===== src/rtl/rram_input_fifo.sv =====
// Synchronous single-clock input FIFO with internal wrapping pointers, occupancy
// status and sticky error flags. Define RRAM_FIFO_FWFT_EN for first-word-fall-through reads.
module rram_input_fifo #(
  parameter int DATA_WIDTH = 16,
  parameter int ADDR_WIDTH = 6,
  parameter int AF_LEVEL   = (2 ** ADDR_WIDTH) - 4,
  parameter int AE_LEVEL   = 4
) (
  input  logic                  clk,
  input  logic                  rst,
  input  logic                  wr_cs,
  input  logic                  wr_en,
  input  logic [DATA_WIDTH-1:0] data_in,
  input  logic                  rd_cs,
  input  logic                  rd_en,
  input  logic                  flush,
  input  logic                  clr_err,
  output logic [DATA_WIDTH-1:0] data_out,
  output logic                  data_valid,
  output logic                  empty,
  output logic                  full,
  output logic                  almost_full,
  output logic                  almost_empty,
  output logic [ADDR_WIDTH:0]   count,
  output logic                  overflow,
  output logic                  underflow
);

  localparam int DEPTH = 2 ** ADDR_WIDTH;

  localparam logic [ADDR_WIDTH:0]   DEPTH_C = {1'b1, {ADDR_WIDTH{1'b0}}};
  localparam logic [ADDR_WIDTH:0]   AF_L    = AF_LEVEL[ADDR_WIDTH:0];
  localparam logic [ADDR_WIDTH:0]   AE_L    = AE_LEVEL[ADDR_WIDTH:0];
  localparam logic [ADDR_WIDTH:0]   CNT_ONE = {{ADDR_WIDTH{1'b0}}, 1'b1};
  localparam logic [ADDR_WIDTH-1:0] PTR_ONE = {{(ADDR_WIDTH-1){1'b0}}, 1'b1};

  logic [DATA_WIDTH-1:0] mem [DEPTH];
  logic [ADDR_WIDTH-1:0] wr_ptr;
  logic [ADDR_WIDTH-1:0] rd_ptr;

  logic wr_try;
  logic rd_try;
  logic push;
  logic pop;

  // Status decodes only the registered count, so it is glitch-free relative to the clock.
  assign empty        = (count == '0);
  assign full         = (count == DEPTH_C);
  assign almost_full  = (count >= AF_L);
  assign almost_empty = (count <= AE_L);

  assign wr_try = wr_cs & wr_en;
  assign rd_try = rd_cs & rd_en;
  assign push   = wr_try & ~full & ~flush;
  assign pop    = rd_try & ~empty & ~flush;

  // NOTE: storage has no reset so it maps onto plain RAM; validity is tracked by count.
  always_ff @(posedge clk) begin
    if (push) begin
      mem[wr_ptr] <= data_in;
    end
  end

  // NOTE: all sequential state uses non-blocking assignment so every block sees pre-edge values.
  always_ff @(posedge clk or negedge rst) begin
    if (!rst) begin
      wr_ptr <= '0;
      rd_ptr <= '0;
      count  <= '0;
    end else if (flush) begin
      wr_ptr <= '0;
      rd_ptr <= '0;
      count  <= '0;
    end else begin
      if (push) wr_ptr <= wr_ptr + PTR_ONE;
      if (pop)  rd_ptr <= rd_ptr + PTR_ONE;
      case ({push, pop})
        2'b10:   count <= count + CNT_ONE;
        2'b01:   count <= count - CNT_ONE;
        default: count <= count;
      endcase
    end
  end

  // A fresh error in the same cycle as clr_err wins, so no event is ever lost.
  always_ff @(posedge clk or negedge rst) begin
    if (!rst) begin
      overflow  <= 1'b0;
      underflow <= 1'b0;
    end else if (flush) begin
      overflow  <= 1'b0;
      underflow <= 1'b0;
    end else begin
      overflow  <= (overflow  & ~clr_err) | (wr_try & full);
      underflow <= (underflow & ~clr_err) | (rd_try & empty);
    end
  end

`ifdef RRAM_FIFO_FWFT_EN
  assign data_out   = empty ? '0 : mem[rd_ptr];
  assign data_valid = ~empty;
`else
  always_ff @(posedge clk or negedge rst) begin
    if (!rst) begin
      data_out   <= '0;
      data_valid <= 1'b0;
    end else if (flush) begin
      data_valid <= 1'b0;
    end else begin
      data_valid <= pop;
      if (pop) data_out <= mem[rd_ptr];
    end
  end
`endif

endmodule


===== config.mk =====
export PLATFORM = sky130hd
export DESIGN_NAME = rram_input_fifo
export DESIGN_NICKNAME = d
export VERILOG_FILES = /design/src/rtl/rram_input_fifo.sv
export SDC_FILE = /design/constraint.sdc
export NUM_CORES = 1
export LEC_CHECK = 0
export CORE_MARGIN = 5
export CORE_UTILIZATION = 32
export CTS_CLUSTER_DIAMETER = 50
export DETAILED_ROUTE_END_ITERATION = 12
export SLEW_MARGIN = 20
export SYNTH_ARGS = -nofsm -noshare
export SYNTH_HDL_FRONTEND = slang
export SYNTH_SLANG_ARGS = --single-unit

===== constraint.sdc =====
create_clock -name clk -period 4.09 [get_ports clk]
set_input_delay 1.0225 -clock clk [delete_from_list [all_inputs] [get_ports clk]]
set_output_delay 1.0225 -clock clk [all_outputs]
set_load 0.1 [all_outputs]

==> impl_metrics.ini, run 1 <==
[yosys]
syn_inst = 2120
muxShareOfSynthArea_pct = 13.8
synth_simple_gate_area_share_pct = 3.63
synth_flop_cell = edfxtp_1
netlist-cell-type-count = 50
syn-cell-area_mm2 = 0.0415
syn_nets = 2152
ys_ff_latch = 1062
ys_warn_count = 0
synthAdderAreaFrac_pct = 0.260
async_flop_share_pct = 3.58
synth_edf_count = 1024
synth_top_family_by_area = multiplexers
synth_compound_area_share_pct = 3.73
synth_xor_area_share_pct = 0.317
postSynthAreaPerCell_um2 = 19.6
ys_seq_area_share_pct = 76.5

[final_layout]
drive_gt1_share_pct = 21.1
nets = 2342
syn2layout_area_growth_pct = 16.3
fin_cells = 4144
fillCellCount = 11800

[cts]
cts_setup_buffers = 0
tritoncts = done
cts-root-buf = clkbuf_16
cts_buffers = 111
clk_pin_slew_worst_paths_ns = 0.06
hold_buffers = 0
clk_latency_ns = 0.67
cts_resized = 0
clockBufferDepth = 3
htree_levels = 3
cts.sinks = 1062

[placement]
dp_cells = 3939
post-dp-hpwl_mm = 63.8
place.gp.congestion = 0.872
portBuffers = 53

[setup_path]
cp-start-kind = flip-flop
required_ns = 3.07
cp_cell_sequence = a41o_1 > clkdlybuf4s50_1
cpMaxStageDelayCell = clkdlybuf4s50_1
slowest_delay_ns = 1.13
worst-path-max-fanout = 6
worstPathArrival_ns = 2.45
rr_startpoint = rd_ptr[0]
r2r_slack_ns = 0.72
worstSetupPathType = flip-flop to primary output
cp-startpoint = count[2]
critPathCaptureType = primary output
crit_family = buffers and inverters
critPathBufInv = 1

[timing]
slew_headroom_pct = 28.9
fin_crit_ns = 3.48
finalSetupTns_ns = 0
skew_ns = 0.0233
final-max-slew-violation-count = 0
period_share_pct = 85.0
hold_viol = 0
setup_violations = 0
rsz0062_at_grt = false
fmax_mhz = 288
worstMarginPinSlew_ns = 1.06

[global_routing]
grt_usage_pct = 14.8
grt_max_degree = 110
grt_pass1_vias = 21600
overflow = 0
antenna_found_initial = 6
grt_pass1_wl_mm = 150

[power_and_ir_drop]
leakage_nw = 14.8
internal_power_mw = 19.4
pwr-share-seq_pct = 46.5
pwr-share-clk_pct = 37.8
power.switching_mw = 6.96
powerDensity_mw_per_mm2 = 548
peakVddDrop_uv = 745
combPwrFrac_pct = 15.7
sw_frac_of_total_pct = 26.4

[detailed_routing]
totalWireLength_mm = 102
detail-route-antenna-nets = 0
num_vias = 21000
wire_per_inst_um = 24.7
via_per_inst = 5.06
drcViolationCount = 0
first_iter_violations = 1913
firstDrtPassIters = 5

[min_path]
hold_class = flip-flop to flip-flop
min_from = data_out[2]

[floorplanning]
dieArea_mm2 = 0.137
row_count = 132
core_mm2 = 0.129
die_height_um = 370
dieWidth_um = 370
ios = 54
start_util_pct = 32.1

[run]
cap_violations = 0

[status]
status = completed
Yosys cell counts (all sizes together) (3+ instances only):
cell type / count / area [um2]
a211oi: 45 / 338
a21oi: 23 / 115
a22oi: 46 / 345
a31oi: 16 / 106
and3: 4 / 25.0
buf: 76 / 544
clkbuf: 48 / 180
dfrtp: 38 / 951
edfxtp: 1024 / 30700
ha: 7 / 87.6
inv: 3 / 11.3
mux2i: 208 / 2080
mux4: 162 / 3650
nand2: 50 / 188
nand2b: 21 / 131
nand3: 4 / 20.0
nand4: 6 / 37.5
nor2: 116 / 435
nor2b: 38 / 238
nor3: 35 / 175
o21ai: 23 / 115
o22ai: 49 / 307
o31ai: 20 / 150
or2: 3 / 18.8
or4: 17 / 128
xnor2: 6 / 52.6
xor2: 9 / 78.8
logic make-up (layout without fill, tap and decap cells):
family          Yosys count  in the layout
flops                  1062           1062
mux                     370            370
simple gates            308            308
compound gates          230            230
buf+inv                 127            407
xor+xnor                 15             15
fa+ha+maj                 8              8
other cells               0              2
area by class of cell:
| cell class | count | area (um2) | share of cell area (%) |
|---|---|---|---|
| Clock inverter | 72 | 742 | 1.54 |
| Sequential cell | 1062 | 31700 | 65.8 |
| Multi-Input combinational cell | 931 | 9020 | 18.7 |
| Antenna cell | 2 | 5.00 | 0.0104 |
| Clock buffer | 131 | 2880 | 5.98 |
| Timing Repair Buffer | 201 | 1660 | 3.44 |
| Inverter | 3 | 11.3 | 0.0234 |
| Tap cell | 1742 | 2180 | 4.52 |
layer usage:
metal	GRT usage, %	part of all wire (%)	vias up
li1	-	-	9044
met4	4.98	3.2	0
met2	24.2	48	715
met1	20.2	43	11000
met5	0	0	-
met3	2.43	5.8	178
placed cells by master (no fill, tap or decap), drive strengths merged, types with 3 or more instances in the layout:
master | Yosys | layout
o22ai | 49 | 49
xnor2 | 6 | 6
a211oi | 45 | 45
xor2 | 9 | 9
o31ai | 20 | 20
bufinv | 0 | 13
a22oi | 46 | 46
nor3 | 35 | 35
mux2i | 208 | 208
nand2b | 21 | 21
or4 | 17 | 17
nor2 | 116 | 116
or2 | 3 | 3
a21oi | 23 | 23
clkinvlp | 0 | 5
buf | 76 | 169
nand4 | 6 | 6
nand3 | 4 | 4
and3 | 4 | 4
inv | 3 | 13
dfrtp | 38 | 38
clkinv | 0 | 44
clkbuf | 48 | 131
edfxtp | 1024 | 1024
a31oi | 16 | 16
o21ai | 23 | 23
clkdlybuf4s50 | 0 | 32
nand2 | 50 | 50
nor2b | 38 | 38
ha | 7 | 7
mux4 | 162 | 162
metrics by stage:
step	total power, mW	hold WS (ns)	utilization, %	area (um2)	setup slack [ns]
5_1_grt	27.3	0.521	37.3	48200	0.524
2_1_floorplan	15.5	0.559	-	41500	0.268
6_report	26.4	0.493	37.3	48200	0.615
4_1_cts	26.6	0.493	37.3	48200	0.560
3_3_place_gp	16.6	0.468	34.5	44500	0.364
3_5_place_dp	16.7	0.480	34.5	44600	0.351
power groups by stage:
stage / clock (mW) / combinational (mW) / sequential (mW)
2_1_floorplan: 0 / 2.46 / 13.0
3_3_place_gp: 0 / 4.14 / 12.5
3_5_place_dp: 0 / 4.19 / 12.5
4_1_cts: 10.2 / 4.20 / 12.3
5_1_grt: 10.7 / 4.39 / 12.3
6_report: 9.98 / 4.16 / 12.3
path summary, 6_finish.rpt:
path | depth (start not counted) | endpoint
setup / recovery | 2 | almost_full
min in group asynchronous | 1 | underflow
setup reg to reg | 6 | data_out[13]
max in group asynchronous | 1 | rd_ptr[1]
hold / removal | 2 | data_out[2]
hold reg to reg | 2 | data_out[2]
worst register-to-register path, stage by stage (launching register included):
cell     delay (ns)
dfrtp_4        0.90
buf_4          0.42
mux4_2         0.54
a22oi_1        0.28
o21ai_0        0.30
a31oi_1        0.61
o31ai_1        0.15
state kept, by name, summed over array words and instances (netlist names):
register    count
underflow       1
data_valid      1
rd_ptr          6
data_out       16
count           7
overflow        1
wr_ptr          6
mem          1024
Note: power is estimated with default switching activity, not from simulation.
==> inputs of run 2 (changes only) <==
- clock period: 4.09 -> 2.95 ns (I/O delays scaled with it)
==> run 2 against run 1 <==
Routed wire length fell by 1.2%; hold slack got worse by 0.39 ns; via count is 0.43% higher; final cell count grew 1.5%; design area is 3.6% higher; sequential power grew 37%; power rose by 41%; non-clock buffer count is 53 higher; clock skew rose by 0.0082 ns; sequential share of layout area shrank 2.2 points; sequential cell count did not move; first-iteration DRC count is 5.0% lower; largest cell class unchanged.
==> impl_metrics.ini, run 2 (same netlist as run 1, synthesis figures left out) <==
[floorplanning]
core_mm2 = 0.129
dieWidth_um = 370
row_count = 132
start_util_pct = 32.1
dieArea_mm2 = 0.137
die_height_um = 370
ios = 54

[final_layout]
final_cell_area_mm2 = 0.0499
antenna_cells = 0
reg_top3 = mem x1024, data_out x16, count x7
fillCellCount = 11700
multi_input_area_mm2 = 0.00927
final_cell_mix = edfxtp_1, mux2i_1, mux4_2
regMostFlops = mem
largest_reg_flops = 1024
register_area_mm2 = 0.0317
syn2layout_area_growth_pct = 20.5
drive_gt1_share_pct = 25.5
nets = 2397
layout_commonest_cell = edfxtp_1

[global_routing]
grt_pass1_wl_mm = 148
grt_usage_pct = 14.6
grt_max_degree = 65
grt_pass1_vias = 21200
overflow = 0
antenna_found_initial = 2

[timing]
rsz0062_at_grt = false
slew_headroom_pct = 35.1
final-max-slew-violation-count = 0
skew_ns = 0.0315
finalSetupTns_ns = 0
fin_crit_ns = 2.85
setup_violations = 0
fmax_mhz = 351
period_share_pct = 96.7
worst_slack_ns = 0.0986
hold_viol = 0
worstMarginPinSlew_ns = 0.971

[cts]
cts_buffers = 113
clk_pin_slew_worst_paths_ns = 0.05
htree_levels = 3
cts-root-buf = clkbuf_16
clk_latency_ns = 0.70
tritoncts = done
cts.sinks = 1062
clockBufferDepth = 3
hold_buffers = 0
cts_setup_buffers = 0

[run]
cap_violations = 0

[detailed_routing]
drcViolationCount = 0
totalWireLength_mm = 101
wire_per_inst_um = 24.0
via_per_inst = 5.00
firstDrtPassIters = 5
num_vias = 21000
detail-route-antenna-nets = 0
first_iter_violations = 1818

[setup_path]
critPathCaptureType = primary output
worstPathArrival_ns = 2.11
cp-start-kind = flip-flop
worstSetupPathType = flip-flop to primary output
required_ns = 2.21
worst-path-max-fanout = 5

[status]
status = completed

[placement]
post-dp-hpwl_mm = 63.1
place.gp.congestion = 0.796
portBuffers = 53
place_area_mm2 = 0.0462
place_ws_ns = -0.183

[min_path]
hold_class = input pin to async pin

[power_and_ir_drop]
powerDensity_mw_per_mm2 = 746
leakage_nw = 15.3
peakVddDrop_uv = 937
total_power_mw = 37.2
run 2: layout make-up:
class	count	area share, %
sequential	1062	63.5
timing repair buffer	254	5.98
tap	1742	4.36
clock buffer	148	5.99
inverter	3	0.0225
multi-input combinational	931	18.6
clock inverter	66	1.55
run 2: metal layers:
metal,global-route usage (%),wire (um),vias up
met2,24.3,50000,664
met3,2.87,6370,118
met4,3.19,1920,0
li1,-,-,9168
met1,20.1,42800,11100
met5,0,0,-
run 2: final timing paths:
check                      slack (ns)  cells after the start            to        start
max in group asynchronous        2.22                      2  data_out[13]          rst
max                               0.1                      3          full     count[3]
min reg2reg                      0.50                      2   data_out[0]  data_out[0]
min in group clk                 0.50                      2   data_out[0]  data_out[0]
max reg2reg                      0.14                      7  data_out[14]    rd_ptr[0]
min                              0.11                      1     underflow          rst
run 2: what timing repair did:
item,CTS,global route
gates resized for setup,2,1
setup endpoints to repair,2,1
pin swaps,0,0
run 2: power by group:
part           switching (mW)  internal [mW]
combinational            3.80           2.37
sequential              0.233           16.7
clock                    5.84           8.28
run 2: per-stage QoR:
step	cells	hold slack, ns	util [%]
global route	4206	0.120	38.7
global placement	3992	0.477	35.7
CTS	4206	0.0859	38.7
floorplan	2120	0.442	-
finish	4206	0.107	38.7
detailed placement	3992	0.493	35.7
run 2: critical path: stages (launching register included):
cell     delay (ns)
dfrtp_4        0.52
nor3_4         0.32
and3_2         0.37
buf_12         0.21
